==> src/rtl/mem_access_unit_pkg.sv <==
`default_nettype none
// +-----------------------------------------------------------------------+
// | mem_access_unit_pkg                                                   |
// | Opcode constants, funct3 size codes and FSM states for the load/store |
// | unit.                                                                 |
// | Revision: 1.0                                                         |
// +-----------------------------------------------------------------------+
package mem_access_unit_pkg;

  // RISC-V major opcodes the unit acts on
  localparam logic [6:0] c_op_load  = 7'b0000011;
  localparam logic [6:0] c_op_store = 7'b0100011;

  // funct3 size/sign codes
  localparam logic [2:0] c_f3_b  = 3'b000;
  localparam logic [2:0] c_f3_h  = 3'b001;
  localparam logic [2:0] c_f3_w  = 3'b010;
  localparam logic [2:0] c_f3_d  = 3'b011;
  localparam logic [2:0] c_f3_bu = 3'b100;
  localparam logic [2:0] c_f3_hu = 3'b101;
  localparam logic [2:0] c_f3_wu = 3'b110;

  typedef enum logic [1:0] {
    ST_IDLE  = 2'd0,
    ST_BEAT1 = 2'd1,
    ST_BEAT2 = 2'd2,
    ST_RESP  = 2'd3
  } mau_state_t;

endpackage
`default_nettype wire

==> src/rtl/mem_lane_align.sv <==
`default_nettype none
// +-----------------------------------------------------------------------+
// | mem_lane_align                                                        |
// | Byte-enable and store-data lane positioning for one memory beat.      |
// | The access is laid out across two lane-widths; the first beat takes   |
// | the low half, the second beat the spill-over high half.               |
// | Revision: 1.0                                                         |
// +-----------------------------------------------------------------------+
module mem_lane_align #(
  parameter int XLEN = 32
) (
  input  logic [$clog2(XLEN/8)-1:0] off,
  input  logic [1:0]                sz,
  input  logic                      second,
  input  logic [XLEN-1:0]           wdata,
  output logic [XLEN/8-1:0]         byte_en,
  output logic [XLEN-1:0]           data
);
  localparam int NB = XLEN / 8;

  logic [2*NB-1:0]   w_mask;
  logic [2*NB-1:0]   w_be_wide;
  logic [2*XLEN-1:0] w_data_wide;

  // unshifted lane mask of 2^S-1 for the access size
  always_comb begin
    w_mask = '0;
    case (sz)
      2'd0:    w_mask = (2*NB)'(8'h01);
      2'd1:    w_mask = (2*NB)'(8'h03);
      2'd2:    w_mask = (2*NB)'(8'h0F);
      default: w_mask = (2*NB)'(8'hFF);
    endcase
  end

  assign w_be_wide   = w_mask << off;
  assign w_data_wide = {{XLEN{1'b0}}, wdata} << {off, 3'b000};

  assign byte_en = second ? w_be_wide[2*NB-1:NB]       : w_be_wide[NB-1:0];
  assign data    = second ? w_data_wide[2*XLEN-1:XLEN] : w_data_wide[XLEN-1:0];

endmodule
`default_nettype wire

==> src/rtl/mem_access_unit.sv <==
`default_nettype none
// +-----------------------------------------------------------------------+
// | mem_access_unit                                                       |
// | Load/store unit: lane-aligns accesses, splits or rejects lane-        |
// | crossing accesses, and assembles/extends load data.                   |
// | Revision: 1.0                                                         |
// +-----------------------------------------------------------------------+
module mem_access_unit
  import mem_access_unit_pkg::*;
#(
  parameter int XLEN             = 32,
  parameter int ADDR_W           = 32,
  parameter int SPLIT_MISALIGNED = 1
) (
  input  logic                clk,
  input  logic                reset_n,
  input  logic                req_valid,
  output logic                req_ready,
  input  logic [6:0]          opcode,
  input  logic [2:0]          funct3,
  input  logic [ADDR_W-1:0]   res,
  input  logic [XLEN-1:0]     x2,
  output logic                d_req,
  output logic [ADDR_W-1:0]   d_address,
  output logic [XLEN-1:0]     d_data_write,
  output logic [XLEN/8-1:0]   d_byte_en,
  output logic                d_write_enable,
  input  logic                d_ack,
  input  logic [XLEN-1:0]     d_data_read,
  output logic                rsp_valid,
  output logic [XLEN-1:0]     rsp_data,
  output logic                misalign_err
);
  localparam int NB   = XLEN / 8;
  localparam int OFFW = $clog2(NB);

  mau_state_t        state;
  logic [OFFW-1:0]   r_off;
  logic [1:0]        r_sz;
  logic              r_unsigned;
  logic              r_is_load;
  logic              r_cross;
  logic [XLEN-1:0]   r_x2;
  logic [2*XLEN-1:0] r_ld_buf;

  logic              w_is_load, w_is_store, w_is_mem, w_legal, w_cross, w_err;
  logic [OFFW-1:0]   w_off;
  logic [4:0]        w_sum;
  logic [OFFW-1:0]   w_la_off;
  logic [1:0]        w_la_sz;
  logic [XLEN-1:0]   w_la_wdata, w_la_data;
  logic [NB-1:0]     w_la_be;
  logic [2*XLEN-1:0] w_buf_next;
  logic [XLEN-1:0]   w_raw, w_lo_mask, w_load_val;
  logic              w_sign;

  assign req_ready  = (state == ST_IDLE);
  assign w_is_load  = (opcode == c_op_load);
  assign w_is_store = (opcode == c_op_store);
  assign w_is_mem   = w_is_load || w_is_store;
  assign w_off      = res[OFFW-1:0];
  assign w_sum      = 5'(w_off) + (5'd1 << funct3[1:0]);
  assign w_cross    = (w_sum > 5'(NB));

  // size codes that exist for this register width
  always_comb begin
    w_legal = 1'b0;
    case (funct3)
      c_f3_b, c_f3_h, c_f3_w, c_f3_bu, c_f3_hu: w_legal = 1'b1;
      c_f3_d, c_f3_wu:                           w_legal = (XLEN == 64);
      default:                                   w_legal = 1'b0;
    endcase
  end

  assign w_err = w_is_mem && (!w_legal || (w_cross && (SPLIT_MISALIGNED == 0)));

  // In IDLE the aligner prepares beat 1 from the live request; in BEAT1 it
  // prepares beat 2 from the latched op.
  assign w_la_off   = (state == ST_IDLE) ? w_off       : r_off;
  assign w_la_sz    = (state == ST_IDLE) ? funct3[1:0] : r_sz;
  assign w_la_wdata = (state == ST_IDLE) ? x2          : r_x2;

  mem_lane_align #(.XLEN(XLEN)) u_lane_align (
    .off     (w_la_off),
    .sz      (w_la_sz),
    .second  (state == ST_BEAT1),
    .wdata   (w_la_wdata),
    .byte_en (w_la_be),
    .data    (w_la_data)
  );

  // merge the enabled lanes of the current beat into the two-lane load buffer
  always_comb begin
    w_buf_next = r_ld_buf;
    for (int i = 0; i < NB; i++) begin
      if (d_byte_en[i]) begin
        if (state == ST_BEAT2) w_buf_next[8*(NB+i) +: 8] = d_data_read[8*i +: 8];
        else                   w_buf_next[8*i +: 8]      = d_data_read[8*i +: 8];
      end
    end
  end

  assign w_raw = XLEN'(w_buf_next >> {r_off, 3'b000});

  // sign- or zero-extend the assembled load value to XLEN
  always_comb begin
    w_lo_mask = '1;
    w_sign    = 1'b0;
    case (r_sz)
      2'd0:    begin w_lo_mask = XLEN'(8'hFF);         w_sign = w_raw[7];      end
      2'd1:    begin w_lo_mask = XLEN'(16'hFFFF);      w_sign = w_raw[15];     end
      2'd2:    begin w_lo_mask = XLEN'(32'hFFFF_FFFF); w_sign = w_raw[31];     end
      default: begin w_lo_mask = '1;                   w_sign = w_raw[XLEN-1]; end
    endcase
    w_load_val = (w_raw & w_lo_mask) | ((w_sign && !r_unsigned) ? ~w_lo_mask : '0);
  end

  // access FSM with registered memory-side and response outputs
  always_ff @(posedge clk) begin
    if (!reset_n) begin
      state          <= ST_IDLE;
      d_req          <= 1'b0;
      d_address      <= '0;
      d_data_write   <= '0;
      d_byte_en      <= '0;
      d_write_enable <= 1'b0;
      rsp_valid      <= 1'b0;
      rsp_data       <= '0;
      misalign_err   <= 1'b0;
      r_off          <= '0;
      r_sz           <= '0;
      r_unsigned     <= 1'b0;
      r_is_load      <= 1'b0;
      r_cross        <= 1'b0;
      r_x2           <= '0;
      r_ld_buf       <= '0;
    end else begin
      case (state)
        ST_IDLE: begin
          if (req_valid) begin
            if (!w_is_mem || w_err) begin
              // pass-through or rejected access: respond without touching memory
              state        <= ST_RESP;
              rsp_valid    <= 1'b1;
              rsp_data     <= '0;
              misalign_err <= w_err;
            end else begin
              state          <= ST_BEAT1;
              r_off          <= w_off;
              r_sz           <= funct3[1:0];
              r_unsigned     <= funct3[2];
              r_is_load      <= w_is_load;
              r_cross        <= w_cross;
              r_x2           <= x2;
              r_ld_buf       <= '0;
              d_req          <= 1'b1;
              d_address      <= {res[ADDR_W-1:OFFW], {OFFW{1'b0}}};
              d_byte_en      <= w_la_be;
              d_data_write   <= w_la_data;
              d_write_enable <= w_is_store;
            end
          end
        end
        ST_BEAT1: begin
          if (d_ack) begin
            r_ld_buf <= w_buf_next;
            if (r_cross) begin
              state        <= ST_BEAT2;
              d_address    <= d_address + ADDR_W'(NB);
              d_byte_en    <= w_la_be;
              d_data_write <= w_la_data;
            end else begin
              state          <= ST_RESP;
              d_req          <= 1'b0;
              d_address      <= '0;
              d_byte_en      <= '0;
              d_data_write   <= '0;
              d_write_enable <= 1'b0;
              rsp_valid      <= 1'b1;
              rsp_data       <= r_is_load ? w_load_val : '0;
            end
          end
        end
        ST_BEAT2: begin
          if (d_ack) begin
            state          <= ST_RESP;
            d_req          <= 1'b0;
            d_address      <= '0;
            d_byte_en      <= '0;
            d_data_write   <= '0;
            d_write_enable <= 1'b0;
            rsp_valid      <= 1'b1;
            rsp_data       <= r_is_load ? w_load_val : '0;
          end
        end
        default: begin
          state        <= ST_IDLE;
          rsp_valid    <= 1'b0;
          rsp_data     <= '0;
          misalign_err <= 1'b0;
        end
      endcase
    end
  end

endmodule
`default_nettype wire

==> config.mk <==
export PLATFORM = sky130hd
export DESIGN_NAME = mem_access_unit
export DESIGN_NICKNAME = d
export VERILOG_FILES = /design/src/rtl/mem_access_unit_pkg.sv /design/src/rtl/mem_lane_align.sv /design/src/rtl/mem_access_unit.sv
export SDC_FILE = /design/constraint.sdc
export NUM_CORES = 1
export LEC_CHECK = 0
export CELL_PAD_IN_SITES_DETAIL_PLACEMENT = 1
export CELL_PAD_IN_SITES_GLOBAL_PLACEMENT = 1
export CORE_MARGIN = 5
export CORE_UTILIZATION = 43
export CTS_CLUSTER_SIZE = 8
export DETAILED_ROUTE_END_ITERATION = 8
export PLACE_DENSITY = 0.92
export SYNTH_ARGS = -nofsm -noshare
export SYNTH_HDL_FRONTEND = slang
export SYNTH_SLANG_ARGS = --single-unit
==> constraint.sdc <==
create_clock -name clk -period 6.1 [get_ports clk]
set_clock_uncertainty 0.05 [all_clocks]
set_input_delay 1.525 -clock clk [delete_from_list [all_inputs] [get_ports clk]]
set_output_delay 1.525 -clock clk [all_outputs]
set_load 0.02 [all_outputs]
# ---- Yosys cells after proc, flatten, opt, wreduce, memory -nomap -nowiden
# Cells that the tools add are included.
dict set report word_totals {
  out_inout_bits 105
  in_bits 110
  regBits 209
}
dict set report classes {
  addsub 2
  eq_ne 17
  reduce_logical 22
  shift 4
  n_lt_le_gt_ge 1
  bitwise_logic 5
  n_mux 78
}
# op count
set op_table {}
lappend op_table {{2-to-1 mux 32 bit} 18}
lappend op_table {{one-hot mux 32 bit (3 select lines)} 3}
lappend op_table {{2-to-1 mux 64 bit} 3}
lappend op_table {{2-to-1 mux 8 bit} 16}
lappend op_table {{one-hot mux 64 bit (2 select lines)} 1}
lappend op_table {{one-hot mux 32 bit (2 select lines)} 1}
lappend op_table {{<< shifter 32 x 5 -> 64 bit} 1}
lappend op_table {{>> shifter 64 x 5 -> 32 bit} 1}
lappend op_table {{adder 32 x 3 -> 32 bit (second input constant)} 1}
lappend op_table {{AND 32 bit} 1}
lappend op_table {{NOT 32 bit} 1}
lappend op_table {{bitwise OR 32 bit} 1}
lappend op_table {{2-to-1 mux 4 bit} 6}
lappend op_table {{one-hot mux 8 bit (3 select lines)} 1}
lappend op_table {{2-to-1 mux 1 bit} 16}
lappend op_table {{2-to-1 mux 2 bit} 6}
lappend op_table {{one-hot mux 4 bit (3 select lines)} 1}
lappend op_table {{!= test 2 bit (second input constant)} 5}
lappend op_table {{AND reduction 5 bit} 2}
lappend op_table {{one-hot mux 1 bit (3 select lines)} 3}
lappend op_table {{AND reduction 3 bit} 3}
lappend op_table {{<< shifter 8 x 2 -> 8 bit} 1}
lappend op_table {{equality test 7 x 2 -> 1 bit (second input constant)} 1}
lappend op_table {{equality test 7 x 6 -> 1 bit (second input constant)} 1}
lappend op_table {{23 further kinds} 35}

# ---- Longest topological paths before layout
# Gate-level depths: netlist of the first run.
dict set report depth {
  depth_word 12
  ltp_mapped 11
  mapped_depth_nobuf 8
}

# ---- Modules after synthesis
# Synthesis of the first run repeated with hierarchy kept, for this count alone.
dict set report hier_totals {
  hier_cells 1326
  hier_area_um2 11456.0
}
# mod area_per_inst_um2 seq_area_each_um2 n_inst cells_each
set modules_own_cells {}
lappend modules_own_cells {mem_access_unit 10645.2 3983.8 1 1214}
lappend modules_own_cells {mem_lane_align 810.8 0.0 1 112}

# ---- Worst setup path before layout of the first run
# No wires, ideal clock.
dict set report synth_path {
  path_type {input to register}
  from {input opcode[3]}
  to {register d_data_write[10]}
  t_arrival_ps 2938
  path_stages 7
  required_time_ps 5918
  setup_ps 132
  slack_ps 2980
  path_cell_list {nor4_2 a31o_2 buf_2 nand2_1 clkbuf_1 a221oi_1 nor3_1}
}
dict set report synth_between {
  elab_chain_len 6
  word_cells_on_any_way 8
}
# item line_no
set synth_rtl {}
lappend synth_rtl {{start, declared} mem_access_unit.sv:19} ;# input logic [6:0] opcode,
lappend synth_rtl {{equality test 7 x 2 -> 1 bit / equality test 7 x 6 -> 1 bit (equally long branches)} {mem_access_unit.sv:58, mem_access_unit.sv:59}}
lappend synth_rtl {{logical OR 1 bit (*)} mem_access_unit.sv:60} ;# assign w_is_mem = w_is_load || w_is_store;
lappend synth_rtl {{zero test 1 bit / logical AND 1 bit (equally long branches)} {mem_access_unit.sv:141, mem_access_unit.sv:75}}
lappend synth_rtl {{logical OR 1 bit (*)} mem_access_unit.sv:141} ;# if (!w_is_mem || w_err) begin
lappend synth_rtl {{!= test 2 bit (no line) (*)} --}
lappend synth_rtl {{AND reduction 5 bit (no line) (*)} --}
lappend synth_rtl {{end signal, assigned} mem_access_unit.sv:159} ;# d_data_write <= w_la_data;
lappend synth_rtl {{end signal, assigned} mem_access_unit.sv:171} ;# d_data_write <= w_la_data;
lappend synth_rtl {{end, declared} mem_access_unit.sv:25} ;# output logic [XLEN-1:0] d_data_write,
# Every way passes the cells marked *; elsewhere a longest branch is shown, timed or not.
# A chain may end at the register's enable or synchronous reset.

# ---- Worst setup path in the final report of the first run
dict set report layout_path {
  from {input opcode[3]}
  to {register d_data_write[23]}
}
# Same word-level chain as after synthesis.

==> results of run 1 <==
-- layer usage --
metal | track usage (%) | up-vias | wire [um]
met2 | 50.3 | 650 | 22600
met3 | 5.09 | 165 | 3250
met5 | 0 | - | 0
met1 | 35.0 | 6118 | 17800
li1 | - | 5397 | -
met4 | 16.2 | 0 | 2660
-- worst max-delay path, cell delays in order --
cell	delay, ps
clkdlybuf4s50_1	410
nor4_2	600
a31o_2	450
and2_2	660
buf_4	480
o21ai_0	170
a21oi_1	180
-- final timing paths --
kind               start                to  depth (start not counted)
max            opcode[3]  d_data_write[23]                          7
min          r_ld_buf[2]       r_ld_buf[2]                          2
max reg2reg     state[0]   d_data_write[1]                          9
min reg2reg  r_ld_buf[2]       r_ld_buf[2]                          2
-- cell type report --
| cell class | count | area [um2] | share of cell area (%) |
|---|---|---|---|
| inverters | 19 | 73.8 | 0.513 |
| flip-flops and latches | 199 | 3990 | 27.7 |
| repair buffers | 232 | 2270 | 15.8 |
| clock inverters | 15 | 218 | 1.51 |
| diodes | 2 | 5.00 | 0.0348 |
| well taps | 341 | 427 | 2.97 |
| clock buffers | 17 | 425 | 2.96 |
| multi-input cells | 1044 | 6980 | 48.5 |
-- logic make-up (layout without fill, tap and decap cells) --
kind of cell | Yosys count | in the layout
compound gates | 401 | 401
xor+xnor | 1 | 1
fa+ha+maj | 8 | 8
buf+inv | 138 | 283
flops | 199 | 199
mux | 179 | 179
other cells | 1 | 4
simple gates | 453 | 453
-- sequential cells by signal (all words and copies together) (netlist names) --
register and flops:
r_ld_buf 56, d_data_write 32, r_x2 32, rsp_data 32, d_address 30, d_byte_en 4
r_off 2, r_sz 2, state 2, d_req 1, d_write_enable 1, misalign_err 1
r_cross 1, r_is_load 1, r_unsigned 1, rsp_valid 1
-- where the power goes --
part           switching (mW)  internal [mW]  leakage (nW)
sequential              0.224           1.47          1.61
combinational            1.91           1.09          2.91
clock                   0.650          0.609         0.312
-- cell usage in the layout (no fill, tap or decap), drive strengths merged, types with 17 or more instances in the layout --
| cell | instances |
|---|---|
| clkdlybuf4s50 | 212 |
| dfxtp | 199 |
| nand2 | 193 |
| a21oi | 162 |
| mux2i | 144 |
| o21ai | 87 |
| nor2 | 54 |
| nand4 | 49 |
| nor3 | 32 |
| inv | 26 |
| mux4 | 23 |
| nand3 | 23 |
| buf | 20 |
| o22ai | 18 |
| clkbuf | 17 |
-- metrics by stage --
step                hold WS, ps  instance area [um2]  power (mW)
floorplan                   381                11600        3.54
global placement            387                13700        4.50
detailed placement          397                13700        4.60
CTS                         410                14400        5.89
global route                429                14400        6.18
finish                      410                14400        5.96
==> impl_metrics.ini, run 1 <==
[run_status]
run_status = completed

[sta]
layout_setup_ws_ps = 1950
finalSetupViolCount = 0
relSlewSlack_pct = 23.5
timing.final.max_slew_violations = 0
hold_violations = 0
grt_setup_unrepaired = no
min_period_over_period_pct = 68.1
worst_pin_slew_ps = 1140
fmaxAchievable_mhz = 241
setup_total_negative_slack_ps = 0
post-route-min-period_ps = 4150

[floorplan]
die-height_um = 174
dieWidth_um = 174
floorplan.initialDensity_pct = 43.2
ioPinCount = 215
design.core.area_um2 = 26700
die_area_um2 = 30200
placementRows = 60

[grt]
global_route.usage.total_pct = 29.4
via_count_of_the_first_global_routing_pass = 12800
grt_pass1_wl_um = 71800
globalRoute.totalOverflow = 0
grt_max_degree = 92
antenna_found_initial = 1

[synth]
post_synth_instance_area_um2 = 11600
synth.mux.area_fraction_pct = 18.1
synth_commonest_cells = 199 x dfxtp_1, 193 x nand2_1, 162 x a21oi_1, 144 x mux2i_1, 87 x o21ai_0
synth_top_area_share_pct = 34.5
synthMostInstantiatedCell = dfxtp_1
synth_xor_xnor_area_share_pct = 0.0758
synth-simple-area-share_pct = 19.5
synth_top_area_cell = dfxtp_1
synth.yosys.warnings = 0
synth.area.top_cells = dfxtp_1 34%, mux2i_1 12%, a21oi_1 7.0%
postSynthCellCount = 1380
post_synth.cell_area_avg_um2 = 8.37
yosysSeqAreaShare_pct = 34.5
area_fraction_in_compound_gates_after_synthesis_pct = 21.6
synth_edf_count = 0
dominantRegCellSynth = dfxtp_1
combinational_family_with_the_most_area_after_synthesis = compound AO/OA/AOI/OAI gates
adder_cell_share_of_the_synthesized_area_pct = 0.931
asyncSetResetFlopFracSynth_pct = 0
yosys.cell_types.count = 74
seq_cells_post_synth = 199

[layout]
finish.cell_count_without_fillers = 1869
final_layout_size_suffix_gt1_share_pct = 7.34
layout-area-overhead-vs-synth_pct = 24.5
fillCellCount = 3146
final_util_pct = 53.8
finish.net_count = 1631

[setup_path]
worst_setup_path_start_kind = input port
critical_path_peak_fanout = 39
r2r_setup_slk_ps = 2100
cp-end-kind = register
worst-endpoint-required_ps = 6430
crit_arrival_ps = 4490
timing_worst_setup_path_type = in2reg

[place]
place_ws_ps = 1620
gp_routability_congestion = 0.893
portBuffers = 212
dp.cells = 1835
detailedPlacementHpwl_um = 31500

[routing]
wl_per_cell_um = 24.8
viasPerCell = 6.60
drtAntennaViolNets = 0
route.detailed.drc = 0
drt_first_pass_iters = 7
routed_vias = 12300
wirelength_um = 46300
detail_route.iter0.violations = 1515

[clock_network]
post_cts_resize_count = 0
clk_transition_reported_paths_ps = 90
cts-buffers-inserted = 17
cts_tree = yes
cts_setup_buffers = 0
clkSinkCount = 199
cts_max_level = 4
hold_buffers = 0
cts_root_buf = clkbuf_16
clockBufferDepth = 2
clock_insertion_delay_worst_skew_ps = 470

[power_and_ir_drop]
power.static_leakage_nw = 4.83
cellPowerDensity_nw_per_um2 = 414
peakVddDrop_mv = 0.274

[worst_hold_path]
hold_path.class = reg2reg

[flow_run]
maxCapViolations = 0
Note: power is estimated with default switching activity, not from simulation.
==> inputs of run 2 (changes only) <==
--- a/config.mk
+++ b/config.mk
@@ -8,10 +8,10 @@
 export CELL_PAD_IN_SITES_DETAIL_PLACEMENT = 1
 export CELL_PAD_IN_SITES_GLOBAL_PLACEMENT = 1
 export CORE_MARGIN = 5
-export CORE_UTILIZATION = 43
+export CORE_UTILIZATION = 36
 export CTS_CLUSTER_SIZE = 8
 export DETAILED_ROUTE_END_ITERATION = 8
-export PLACE_DENSITY = 0.92
+export PLACE_DENSITY = 0.83
 export SYNTH_ARGS = -nofsm -noshare
 export SYNTH_HDL_FRONTEND = slang
 export SYNTH_SLANG_ARGS = --single-unit
==> constraint.sdc (replaced) <==
create_clock -name clk -period 3.8 [get_ports clk]
set_clock_uncertainty 0.05 [all_clocks]
set_input_delay 0.95 -clock clk [delete_from_list [all_inputs] [get_ports clk]]
set_output_delay 0.95 -clock clk [all_outputs]
set_load 0.02 [all_outputs]
==> run 2 against run 1 <==
Non-clock buffer count is 16 higher. Wire length down 3.5%. Final cell count grew 4.1%. Sequential share of layout area shrank 0.29 points. Total power up 57%. Combinational power up 61%. Largest power group unchanged. Die area grew 18%. Critical path type is now reg2reg. Clock power increased by 44%. Via count down 3.8%.
==> impl_metrics.ini, run 2 (synthesized netlist as in run 1, its figures left out) <==
[run_status]
run_status = completed

[setup_path]
slowest_delay_ps = 730
critical_path_peak_fanout = 15
r2r_setup_slk_ps = 680
crit_arrival_ps = 3450
worst_setup_path_start_kind = register
r2r.worst_path.cells = 7
timing.critical_path.slowest_stage_cell = a2111oi_0
cp-end-kind = register
crit_path_cell_trace = inv_1 > ha_1 > and2_1 > mux2i_1 > a2111oi_0 > o21ai_0 > o211ai_1
timing_worst_setup_path_type = reg2reg
worst-endpoint-required_ps = 4130

[grt]
grt_pass1_wl_um = 68700
global_route.usage.total_pct = 23.9
grt_max_degree = 76
met1_usage_pct = 29.3
via_count_of_the_first_global_routing_pass = 12200
antenna_found_initial = 5
global_route.usage.met2_pct = 41.8
met3_usage_pct = 3.87
globalRoute.busiestLayer = met2
globalRoute.totalOverflow = 0

[clock_network]
cts-buffers-inserted = 17
hold_buffers = 0
clk_transition_reported_paths_ps = 80
clock_insertion_delay_worst_skew_ps = 450
cts_tree = yes
cts_root_buf = clkbuf_16
clockBufferDepth = 2
clkSinkCount = 199
cts_setup_buffers = 0
post_cts_resize_count = 0
cts_max_level = 4

[floorplan]
die_area_um2 = 35800
floorplan.initialDensity_pct = 36.5
die-height_um = 189
placementRows = 65
ioPinCount = 215
dieWidth_um = 189
design.core.area_um2 = 31600

[place]
place_ws_ps = 270
detailedPlacementHpwl_um = 32400
gp_routability_congestion = 0.903
portBuffers = 212
detailed_place.area_um2 = 14000

[routing]
routed_vias = 11900
drt_first_pass_iters = 5
detail_route.iter0.violations = 1080
route.detailed.drc = 0
wl_per_cell_um = 23.0
wirelength_um = 44700
drtAntennaViolNets = 0
viasPerCell = 6.10

[power_and_ir_drop]
power.static_leakage_nw = 4.87
cellPowerDensity_nw_per_um2 = 643
peakVddDrop_mv = 0.419

[layout]
final_common_cell = clkdlybuf4s50_1
final_util_pct = 46.0
final_layout_size_suffix_gt1_share_pct = 8.30
most_used_cells_in_the_layout_excluding_fill_and_tap_cells = 212 x clkdlybuf4s50_1, 198 x dfxtp_1, 193 x nand2_1
layout.cell_area.non_filler_um2 = 14500
largest-register = r_ld_buf
fillCellCount = 3679
finish.net_count = 1647
largest_reg_flops = 56
layout-area-overhead-vs-synth_pct = 25.9

[sta]
grt_setup_unrepaired = no
relSlewSlack_pct = 40.3
fin_worst_hold_slack_ps = 404
timing.final.max_slew_violations = 0
hold_violations = 0
post-route-min-period_ps = 3120
setup_total_negative_slack_ps = 0
finalSetupViolCount = 0
min_period_over_period_pct = 82.1
fmaxAchievable_mhz = 320
worst_pin_slew_ps = 889
layout_setup_ws_ps = 680

[worst_hold_path]
min_delay_path_depth = 2
hold_path.class = reg2reg

[flow_run]
maxCapViolations = 0
-- run 2: metal layers --
metal | up-vias | wire [um] | part of all wire [%]
li1 | 5424 | - | -
met1 | 5877 | 18200 | 41
met2 | 455 | 22200 | 50
met3 | 99 | 2540 | 5.7
met4 | 6 | 1670 | 3.7
met5 | - | 40 | 0.090
-- run 2: area by class of cell --
cell class / instances / area (um2) / share of cell area, %
antenna: 2 / 5.00 / 0.0344
multi-input combinational: 1044 / 6980 / 48.0
timing repair buffer: 248 / 2430 / 16.7
clock buffer: 17 / 425 / 2.93
clock inverter: 15 / 135 / 0.929
tap: 402 / 503 / 3.46
inverter: 19 / 73.8 / 0.508
sequential: 199 / 3990 / 27.4
-- run 2: per-stage QoR --
| stage | cells | total power, mW |
|---|---|---|
| finish | 1946 | 9.35 |
| detailed placement | 1912 | 7.49 |
| floorplan | 1381 | 5.69 |
| CTS | 1944 | 9.31 |
| global placement | 1912 | 7.37 |
| global route | 1946 | 9.77 |
-- run 2: final timing paths --
| check | startpoint | end |
|---|---|---|
| setup / recovery | state[0] | rsp_data[24] |
| hold / removal | r_ld_buf[36] | r_ld_buf[36] |
| setup reg to reg | state[0] | rsp_data[24] |
| hold reg to reg | r_ld_buf[36] | r_ld_buf[36] |
-- run 2: where the power goes --
group / internal, mW / switching (mW) / total (mW)
Sequential: 2.36 / 0.351 / 2.71
Clock: 0.865 / 0.941 / 1.81
Combinational: 1.83 / 3.00 / 4.83
Total: 5.06 / 4.29 / 9.35
-- run 2: critical path: cells and delay by family (launching register included) --
| family | cells | cell delay [ps] |
|---|---|---|
| AO/OA/AOI/OAI | 3 | 1240 |
| AND/OR/NAND/NOR | 1 | 650 |
| adder cells (fa/ha/maj) | 1 | 370 |
| multiplexers | 1 | 260 |
| flip-flops | 1 | 350 |
| buffers and inverters | 1 | 120 |
==> inputs of run 3 (changes only) <==
--- a/config.mk
+++ b/config.mk
@@ -8,10 +8,10 @@
 export CELL_PAD_IN_SITES_DETAIL_PLACEMENT = 1
 export CELL_PAD_IN_SITES_GLOBAL_PLACEMENT = 1
 export CORE_MARGIN = 5
-export CORE_UTILIZATION = 36
+export CORE_UTILIZATION = 40
 export CTS_CLUSTER_SIZE = 8
 export DETAILED_ROUTE_END_ITERATION = 8
-export PLACE_DENSITY = 0.83
+export PLACE_DENSITY = 0.87
 export SYNTH_ARGS = -nofsm -noshare
 export SYNTH_HDL_FRONTEND = slang
 export SYNTH_SLANG_ARGS = --single-unit
==> constraint.sdc (replaced) <==
create_clock -name clk -period 3.25 [get_ports clk]
set_clock_uncertainty 0.05 [all_clocks]
set_input_delay 0.8125 -clock clk [delete_from_list [all_inputs] [get_ports clk]]
set_output_delay 0.8125 -clock clk [all_outputs]
set_load 0.02 [all_outputs]
==> run 3 against run 2 <==
Wire length increased by 3.0%. Non-clock buffer count rose by 17. Final cell count shrank 0.10%. Critical path type is now reg2out. Critical path depth fell by 4. Highest routed layer unchanged. Combinational power up 23%. Total power up 21%. Hold slack improved by 2.8 ps. Largest cell class unchanged. Critical endpoint is now req_ready. Global-route usage up 3.2 points. Sequential power increased by 16%. Sequential cell count unchanged.
==> impl_metrics.ini, run 3 (synthesized netlist as in run 1, its figures left out) <==
[setup_path]
crit_end = req_ready
critical_path_peak_fanout = 15
timing.critical_path.slowest_stage_cell = clkdlybuf4s50_1
rr_endpoint = rsp_data[22]
worst_setup_path_start_kind = register
crit_arrival_ps = 2180
crit_path_cell_trace = inv_1 > ha_2 > clkdlybuf4s50_1
r2r.worst_path.cells = 8
critical-path-top-delay-family = buffers and inverters
slowest_delay_ps = 760
r2r_setup_slk_ps = 390
cp-end-kind = output port
timing.critical_path.depth = 3
cp.buffers_inverters = 2
cp-startpoint = state[0]
timing_worst_setup_path_type = reg2out
worst-endpoint-required_ps = 2390
r2r-start = state[0]

[clock_network]
clock_insertion_delay_worst_skew_ps = 460
clockBufferDepth = 2
cts_root_buf = clkbuf_16
cts_setup_buffers = 0
hold_buffers = 0
post_cts_resize_count = 0
clk_transition_reported_paths_ps = 80
cts_max_level = 4
cts-buffers-inserted = 17
cts_tree = yes
clkSinkCount = 199

[power_and_ir_drop]
post-layout-total-power_mw = 11.3
cellPowerDensity_nw_per_um2 = 765
peakVddDrop_mv = 0.616
power.static_leakage_nw = 5.01

[grt]
grt_pass1_wl_um = 71600
globalRoute.totalOverflow = 0
antenna_found_initial = 3
grt_max_degree = 70
global_route.usage.total_pct = 27.1
via_count_of_the_first_global_routing_pass = 12500

[layout]
finish.cell_count_without_fillers = 1944
largest_reg_flops = 56
layout-area-overhead-vs-synth_pct = 27.6
largest-register = r_ld_buf
final_util_pct = 51.5
final_layout_size_suffix_gt1_share_pct = 9.24
fillCellCount = 3326
finish.net_count = 1664
most_used_cells_in_the_layout_excluding_fill_and_tap_cells = 212 x clkdlybuf4s50_1, 198 x dfxtp_1, 193 x nand2_1
layout.cell_area.non_filler_um2 = 14700
register_area_um2 = 3990
final_common_cell = clkdlybuf4s50_1
multi_input_area_um2 = 6980

[floorplan]
ioPinCount = 215
placementRows = 62
floorplan.initialDensity_pct = 40.4
die-height_um = 180
die_area_um2 = 32400
dieWidth_um = 180
design.core.area_um2 = 28600

[place]
detailedPlacementHpwl_um = 33300
portBuffers = 212
detailed_place.area_um2 = 14100
place_ws_ps = 67.7
dp.cells = 1911
gp_routability_congestion = 0.882

[routing]
detail_route.iter0.violations = 1044
wl_per_cell_um = 23.7
routed_vias = 12100
viasPerCell = 6.24
wirelength_um = 46000
drtAntennaViolNets = 0
route.detailed.drc = 0
drt_first_pass_iters = 8

[sta]
timing.final.max_slew_violations = 0
setup_total_negative_slack_ps = 0
fin_worst_hold_slack_ps = 407
min_period_over_period_pct = 93.5
grt_setup_unrepaired = no
relSlewSlack_pct = 36.5
layout_setup_ws_ps = 211
worst_pin_slew_ps = 945
post-route-min-period_ps = 3040
hold_violations = 0
fmaxAchievable_mhz = 329
finalSetupViolCount = 0

[worst_hold_path]
min_delay_path_depth = 2
hold_path.class = reg2reg

[flow_run]
maxCapViolations = 0

[run_status]
run_status = completed
## run 3: worst min-delay path by stage
stage                            start            to  slack, ps
after floorplan           r_ld_buf[10]  r_ld_buf[10]        380
after global placement    r_ld_buf[11]  r_ld_buf[11]        390
after detailed placement  r_ld_buf[41]  r_ld_buf[41]        400
after CTS                 r_ld_buf[37]  r_ld_buf[37]        410
after global routing      r_ld_buf[21]  r_ld_buf[21]        430
final                     r_ld_buf[37]  r_ld_buf[37]        410
## run 3: area by class of cell
cell class / count / share of cell area, %
Antenna cell: 1 / 0.0170
Clock buffer: 18 / 2.91
Clock inverter: 14 / 1.15
Inverter: 19 / 0.501
Multi-Input combinational cell: 1044 / 47.4
Sequential cell: 199 / 27.0
Tap cell: 384 / 3.26
Timing Repair Buffer: 265 / 17.8
## run 3: worst reg2reg max path, delay by kind of cell (launching register included)
kind | cells | cell delay [ps]
adder cells (fa/ha/maj) | 1 | 370
AND/OR/NAND/NOR | 2 | 710
buffers and inverters | 2 | 340
AO/OA/AOI/OAI | 3 | 910
flip-flops | 1 | 340
## run 3: power by group
| group | internal, mW | switching [mW] | total [mW] |
|---|---|---|---|
| sequential | 2.76 | 0.392 | 3.15 |
| combinational | 2.34 | 3.58 | 5.92 |
| clock | 1.05 | 1.16 | 2.21 |
## run 3: routing by layer
metal	share of wire [%]	up-vias	track usage, %
met3	5.5	105	4.02
met1	40	6030	33.1
met5	0.061	-	0
met4	4.0	4	11.0
li1	-	5472	-
met2	50	510	48.0
